<file path="config.mk">
export PLATFORM = sky130hd
export DESIGN_NAME = shift_seq_unit_flat
export DESIGN_NICKNAME = d
export VERILOG_FILES = /design/src/rtl/shift_seq_unit_if.sv /design/src/rtl/shift_seq_unit.sv /design/src/flat_wrapper.sv
export SDC_FILE = /design/constraint.sdc
export NUM_CORES = 1
export LEC_CHECK = 0
export ABC_AREA = 1
export ABC_CLOCK_PERIOD_IN_PS = 2900
export CAP_MARGIN = 15
export CORE_MARGIN = 3
export CORE_UTILIZATION = 40
export CTS_CLUSTER_DIAMETER = 120
export DETAILED_ROUTE_END_ITERATION = 6
export DONT_BUFFER_PORTS = 1
export GPL_TIMING_DRIVEN = 0
export PLACE_DENSITY_LB_ADDON = 0.15
export RECOVER_POWER = 100
export SLEW_MARGIN = 5
export SYNTH_ARGS = -nofsm -noshare
export SYNTH_HDL_FRONTEND = slang
export SYNTH_SLANG_ARGS = --single-unit
</file>
<file path="constraint.sdc">
create_clock -name clk -period 2.9 [get_ports clk]
set_input_delay 0.87 -clock clk [delete_from_list [all_inputs] [get_ports clk]]
set_output_delay 0.87 -clock clk [all_outputs]
set_load 0.1 [all_outputs]
</file>
<file path="src/rtl/shift_seq_unit_if.sv">
// Request/response bundle between the ALU issue logic and shift_seq_unit.
//   start  : request valid, sampled only while ready=1
//   op     : 0 SLL, 1 SRL, 2 SRA, 3 ROL, 4 ROR, 5-7 illegal
//   d, s   : operand and shift amount, sampled with start
//   ready  : sequencer idle and able to accept start
//   y      : result register, holds the last completed result
//   done   : one-cycle pulse, y valid in that cycle
//   err    : one-cycle pulse alongside done for an illegal op
interface shift_seq_unit_if;
  logic        start;
  logic [2:0]  op;
  logic [31:0] d;
  logic [31:0] s;
  logic        ready;
  logic [31:0] y;
  logic        done;
  logic        err;

  modport master (output start, op, d, s, input ready, y, done, err);
  modport slave  (input start, op, d, s, output ready, y, done, err);
endinterface

</file>
<file path="src/rtl/shift_seq_unit.sv">
// shift_seq_unit: multi-cycle shift sequencer wrapped around a single
// combinational 32-bit shifter (SHIFT32). Logical shifts take one pass.
// SRA, ROL and ROR take two passes whose results are OR-combined.
//   clk   : clock, rising-edge
//   rst_n : asynchronous active-low reset
//   bus   : shift_seq_unit_if.slave (start/op/d/s in, ready/y/done/err out)
//
// SHIFT32: Y = D shifted by S; LnR=1 shifts left; S >= 32 yields 0.

module SHIFT32 (
  output logic [31:0] Y,
  input  logic [31:0] D,
  input  logic [31:0] S,
  input  logic        LnR
);
  always_comb begin
    if (S >= 32'd32)  Y = '0;
    else if (LnR)     Y = D << S[4:0];
    else              Y = D >> S[4:0];
  end
endmodule

module shift_seq_unit (
  input  logic           clk,
  input  logic           rst_n,
  shift_seq_unit_if.slave bus
);
  typedef enum logic [1:0] {IDLE, P1, P2, FIN} state_t;

  localparam logic [2:0] OP_SLL = 3'd0;
  localparam logic [2:0] OP_SRL = 3'd1;
  localparam logic [2:0] OP_SRA = 3'd2;
  localparam logic [2:0] OP_ROL = 3'd3;
  localparam logic [2:0] OP_ROR = 3'd4;

  state_t      state, state_nx;
  logic [31:0] d_r, s_r, acc, acc_nx, y_r;
  logic [2:0]  op_r;
  logic        flag, flag_nx;
  logic        done_r, err_r;

  logic [31:0] sh_d, sh_s, sh_y;
  logic        sh_lnr;
  logic [5:0]  rot_amt;

  SHIFT32 u_shift (.Y(sh_y), .D(sh_d), .S(sh_s), .LnR(sh_lnr));

  // Complementary amount for the second rotate pass. An amount of 0 gives 32,
  // so the second pass contributes nothing and the rotate returns D.
  assign rot_amt = 6'd32 - {1'b0, s_r[4:0]};

  always_comb begin
    state_nx = state;
    acc_nx   = acc;
    flag_nx  = flag;
    sh_d     = d_r;
    sh_s     = s_r;
    sh_lnr   = 1'b0;
    case (state)
      IDLE: if (bus.start) state_nx = P1;
      P1: begin
        case (op_r)
          OP_SLL: begin sh_lnr = 1'b1; acc_nx = sh_y; state_nx = FIN; end
          OP_SRL: begin acc_nx = sh_y; state_nx = FIN; end
          OP_SRA: begin acc_nx = sh_y; state_nx = P2; end
          OP_ROL: begin
            sh_s = {27'b0, s_r[4:0]}; sh_lnr = 1'b1; acc_nx = sh_y; state_nx = P2;
          end
          OP_ROR: begin
            sh_s = {27'b0, s_r[4:0]}; acc_nx = sh_y; state_nx = P2;
          end
          default: begin acc_nx = '0; flag_nx = 1'b1; state_nx = FIN; end
        endcase
      end
      P2: begin
        state_nx = FIN;
        case (op_r)
          // Second pass shifts all-ones to build the mask of vacated bits;
          // its complement supplies the sign fill.
          OP_SRA: begin
            sh_d   = 32'hFFFF_FFFF;
            acc_nx = acc | (d_r[31] ? ~sh_y : 32'h0);
          end
          OP_ROL: begin
            sh_s = {26'b0, rot_amt}; acc_nx = acc | sh_y;
          end
          OP_ROR: begin
            sh_s = {26'b0, rot_amt}; sh_lnr = 1'b1; acc_nx = acc | sh_y;
          end
          default: acc_nx = acc;
        endcase
      end
      FIN: begin state_nx = IDLE; flag_nx = 1'b0; end
      default: state_nx = IDLE;
    endcase
  end

  always_ff @(posedge clk or negedge rst_n) begin
    if (!rst_n) begin
      state  <= IDLE;
      d_r    <= '0;
      s_r    <= '0;
      op_r   <= '0;
      acc    <= '0;
      flag   <= 1'b0;
      y_r    <= '0;
      done_r <= 1'b0;
      err_r  <= 1'b0;
    end else begin
      state <= state_nx;
      acc   <= acc_nx;
      flag  <= flag_nx;
      if (state == IDLE && bus.start) begin
        d_r  <= bus.d;
        s_r  <= bus.s;
        op_r <= bus.op;
      end
      // Outputs are registered on the FIN entry edge so y, done and err line
      // up in the FIN cycle.
      done_r <= (state_nx == FIN);
      err_r  <= (state_nx == FIN) && flag_nx;
      if (state_nx == FIN) y_r <= acc_nx;
    end
  end

  assign bus.ready = (state == IDLE);
  assign bus.y     = y_r;
  assign bus.done  = done_r;
  assign bus.err   = err_r;
endmodule

</file>
<file path="src/flat_wrapper.sv">
// flat-port wrapper written by rule: the top's interface ports become plain ports
module shift_seq_unit_flat 
  (clk, rst_n, bus_start, bus_op, bus_d, bus_s, bus_ready, bus_y, bus_done, bus_err);
  shift_seq_unit_if bus_i ();
  input  logic clk;
  input  logic rst_n;
  input wire logic [$bits(bus_i.start)-1:0] bus_start;
  input wire logic [$bits(bus_i.op)-1:0] bus_op;
  input wire logic [$bits(bus_i.d)-1:0] bus_d;
  input wire logic [$bits(bus_i.s)-1:0] bus_s;
  output wire logic [$bits(bus_i.ready)-1:0] bus_ready;
  output wire logic [$bits(bus_i.y)-1:0] bus_y;
  output wire logic [$bits(bus_i.done)-1:0] bus_done;
  output wire logic [$bits(bus_i.err)-1:0] bus_err;
  assign bus_i.start = bus_start;
  assign bus_i.op = bus_op;
  assign bus_i.d = bus_d;
  assign bus_i.s = bus_s;
  assign bus_ready = bus_i.ready;
  assign bus_y = bus_i.y;
  assign bus_done = bus_i.done;
  assign bus_err = bus_i.err;
  shift_seq_unit u_core (.clk(clk), .rst_n(rst_n), .bus(bus_i));
endmodule
</file>
==> out/summary.txt <==
status: complete, but fails checks
failing checks: negative setup slack
area share of the largest cell type after synthesis: 0.3411
Seq/Total Area, Yosys: 0.3411
number of global-route vias before repair: 10470
drt pass-1 iters: 6
RSZ-0062 raised after global routing: true
initial antenna violation count: 0
R2R depth: 22
FP Rows: 57
Final Hold Fails: 0
global-route congestion overflow total: 0
CTS buffer count: 17
Routed Antenna Nets: 0
die area: 26880 sq um
Yosys cell types: 36
1st-iter DRT viols: 1209
Worst Tran Pin Value: 0.9172 ns
synthesized instance count: 1546
total wire length: 39780 microns
die height: 163.9 microns
Mapped Area: 9978 sq um
Inst Count DP: 1870
number of synthesized flops with an enable pin: 0
die width: 163.9 microns
f_max: 344.6 MHz
CP max-delay cell: dfrtp_1
Mapped Nets: 1622
crit path kind: reg2reg
Synth Flop Type: dfrtp_1
Skew-Pair Late Insertion Delay: 0.44 ns
WP data arrival: 3.24 ns
Max-Cap Viols: 0
WHS: 0.1186 ns
CP Capture Type: flip-flop
CP Cell Sequence: inv_2, ha_4, buf_8, clkinv_8, nor2_4, nand3_2, nand2_2, nand2_4, buf_12, buf_12, nor2_4, nand2_2, nor2_4, nand2_2, a21oi_4, nand3_2, nand2_1, nand3_1, nand2_1, nand3_1, nand2_1, inv_1
Clock Sink Count: 136
Worst path top cell family by delay: simple AND/OR/NAND/NOR gates
r2r startpoint: u_core.state[1]
Slew HR: 0.3885
CTS tree: yes
share of cells above drive strength 1: 0.2647
DP HPWL: 30010 microns
peak fanout along the critical path: 7
CTS Root Cell: clkbuf_16
Final #Nets: 1661
r2r setup slk: -0.002 ns
area grow syn2layout: 24.80%
hold crit path type: in2async
largest net degree at the start of global routing: 137
Slew Limit Fails: 0
Req. time, crit path: 3.24 ns
WL/cell: 20.69 microns
Ports: 105
crit path launch type: flip-flop
most frequent cell after synthesis: nand2_1
critical path's largest stage delay: 0.38 ns
number of H-tree levels: 4
# setup viols final: 1
Worst-path clk slew: 0.07 ns
global-route wire length before repair: 60910 microns
worst r2r dst: u_core.bus.y[14]
Vias: 11070
Yosys top cell by area: dfrtp_1
Hold-fix buffers, CTS: 0
starting density of the core: 0.4091
DRC Markers: 0
Global Route Usage Sum: 0.2959
Tcrit/Tclk final: 1.001
Post-Route Skew: 0.01521 ns
Avg Inst Size Synth: 6.454 sq um
Via density: 5.755
ranking of synthesized cells by area: dfrtp_1, nand2_1, nand3_1
setup ws final: -0.001551 ns
cell depth of the worst setup path: 22
Placer Congestion: 1.046
core area: 24390 sq um
CTS max path bufs: 2
Post-synth top cells: nand2_1, nand3_1, dfrtp_1
Buf+Inv Stages, Crit Path: 6
ys async rst share: 1.000
fin cells: 1923
min Tclk post-route: 2.902 ns
Port Buf Inserts: 0
Seq cells post-synth: 136
Yosys warnings: 0
## metal layers
layer / GRT usage / vias to the layer above / share of wire
met2: 0.4523 / 522 / 0.44
met1: 0.4288 / 5272 / 0.44
met5: 0 / - / 0
li1: - / 5180 / -
met4: 0.08381 / 0 / 0.031
met3: 0.05372 / 92 / 0.089
## sequential cells by signal (all words and copies together), names as in the netlist
signal / count
u_core.acc: 32
u_core.bus.y: 32
u_core.d_r: 32
u_core.s_r: 32
u_core.op_r: 3
u_core.state: 2
u_core.bus.done: 1
u_core.bus.err: 1
u_core.flag: 1
## logic make-up (layout without fill, tap and decap cells)
logic type / after synthesis / after routing / share of synthesized area
multiplexers: 27 / 27 / 0.03047
buffers and inverters: 197 / 249 / 0.09116
XOR/XNOR: 1 / 1 / 0.0008779
adder cells (fa/ha/maj): 6 / 6 / 0.007523
flip-flops: 136 / 136 / 0.3411
other: 0 / 1 / 0
AO/OA/AOI/OAI: 138 / 138 / 0.07549
AND/OR/NAND/NOR: 1041 / 1041 / 0.4534
## what timing repair did
action	4_1_cts	5_1_grt
setup buffers	7	10
pin swaps	14	55
setup endpoints to repair	64	64
gates cloned	1	2
gates resized for setup	112	251
## cell usage in the layout, fill, tap and decap left out, types with 4 or more instances in the layout
| master | instances |
|---|---|
| a21oi_1 | 68 |
| a21oi_2 | 14 |
| a22oi_1 | 7 |
| buf_12 | 6 |
| buf_2 | 16 |
| buf_4 | 28 |
| buf_6 | 19 |
| clkbuf_1 | 27 |
| clkbuf_16 | 19 |
| clkbuf_2 | 11 |
| clkbuf_4 | 5 |
| dfrtp_1 | 136 |
| ha_1 | 4 |
| inv_1 | 82 |
| inv_2 | 11 |
| inv_8 | 6 |
| mux2_2 | 27 |
| nand2_1 | 470 |
| nand2_2 | 102 |
| nand2_4 | 6 |
| nand3_1 | 250 |
| nand3_2 | 74 |
| nand3_4 | 7 |
| nand3b_1 | 12 |
| nand4_1 | 20 |
| nor2_1 | 61 |
| nor2_2 | 6 |
| nor2_4 | 16 |
| nor3_1 | 5 |
| nor4_1 | 5 |
| o21ai_0 | 5 |
| o21ai_1 | 13 |
| o21ai_2 | 14 |
| o21ai_4 | 6 |
| o22ai_1 | 4 |
| or2_2 | 4 |
## worst max-delay path by stage
stage | startpoint | end
global placement | u_core.state[0] | u_core.bus.y[29]
global route | u_core.state[1] | u_core.bus.y[14]
finish | u_core.state[1] | u_core.bus.y[14]
floorplan | u_core.state[0] | u_core.bus.y[1]
detailed placement | u_core.state[0] | u_core.bus.y[5]
CTS | u_core.state[0] | u_core.bus.y[22]
## through the flow
| step | util | setup WS, ns | instance area, sq um | TNS [ns] |
|---|---|---|---|---|
| after floorplan | - | 0.3556 | 9978 | 0 |
| after global placement | 0.4257 | -0.4110 | 10380 | -13.96 |
| after detailed placement | 0.4257 | -0.4021 | 10380 | -15.05 |
| after CTS | 0.4694 | 0.0007339 | 11450 | 0 |
| after global routing | 0.5105 | -0.2343 | 12450 | -5.442 |
| final | 0.5106 | -0.001551 | 12450 | -0.001551 |
## layout make-up
type / instances / area, sq um
Fill cell: 2487 / 11940
Multi-Input combinational cell: 1213 / 6710
Inverter: 97 / 384.1
Tap cell: 324 / 405.4
Antenna cell: 1 / 2.502
Clock inverter: 14 / 155.1
Clock buffer: 18 / 439.2
Timing Repair Buffer: 20 / 210.2
Sequential cell: 136 / 3403
Buffer: 100 / 743.2
Power is left out: the tool's default activity adds up to more than one toggle a clock period on the data nets, which glitch-free logic cannot reach.
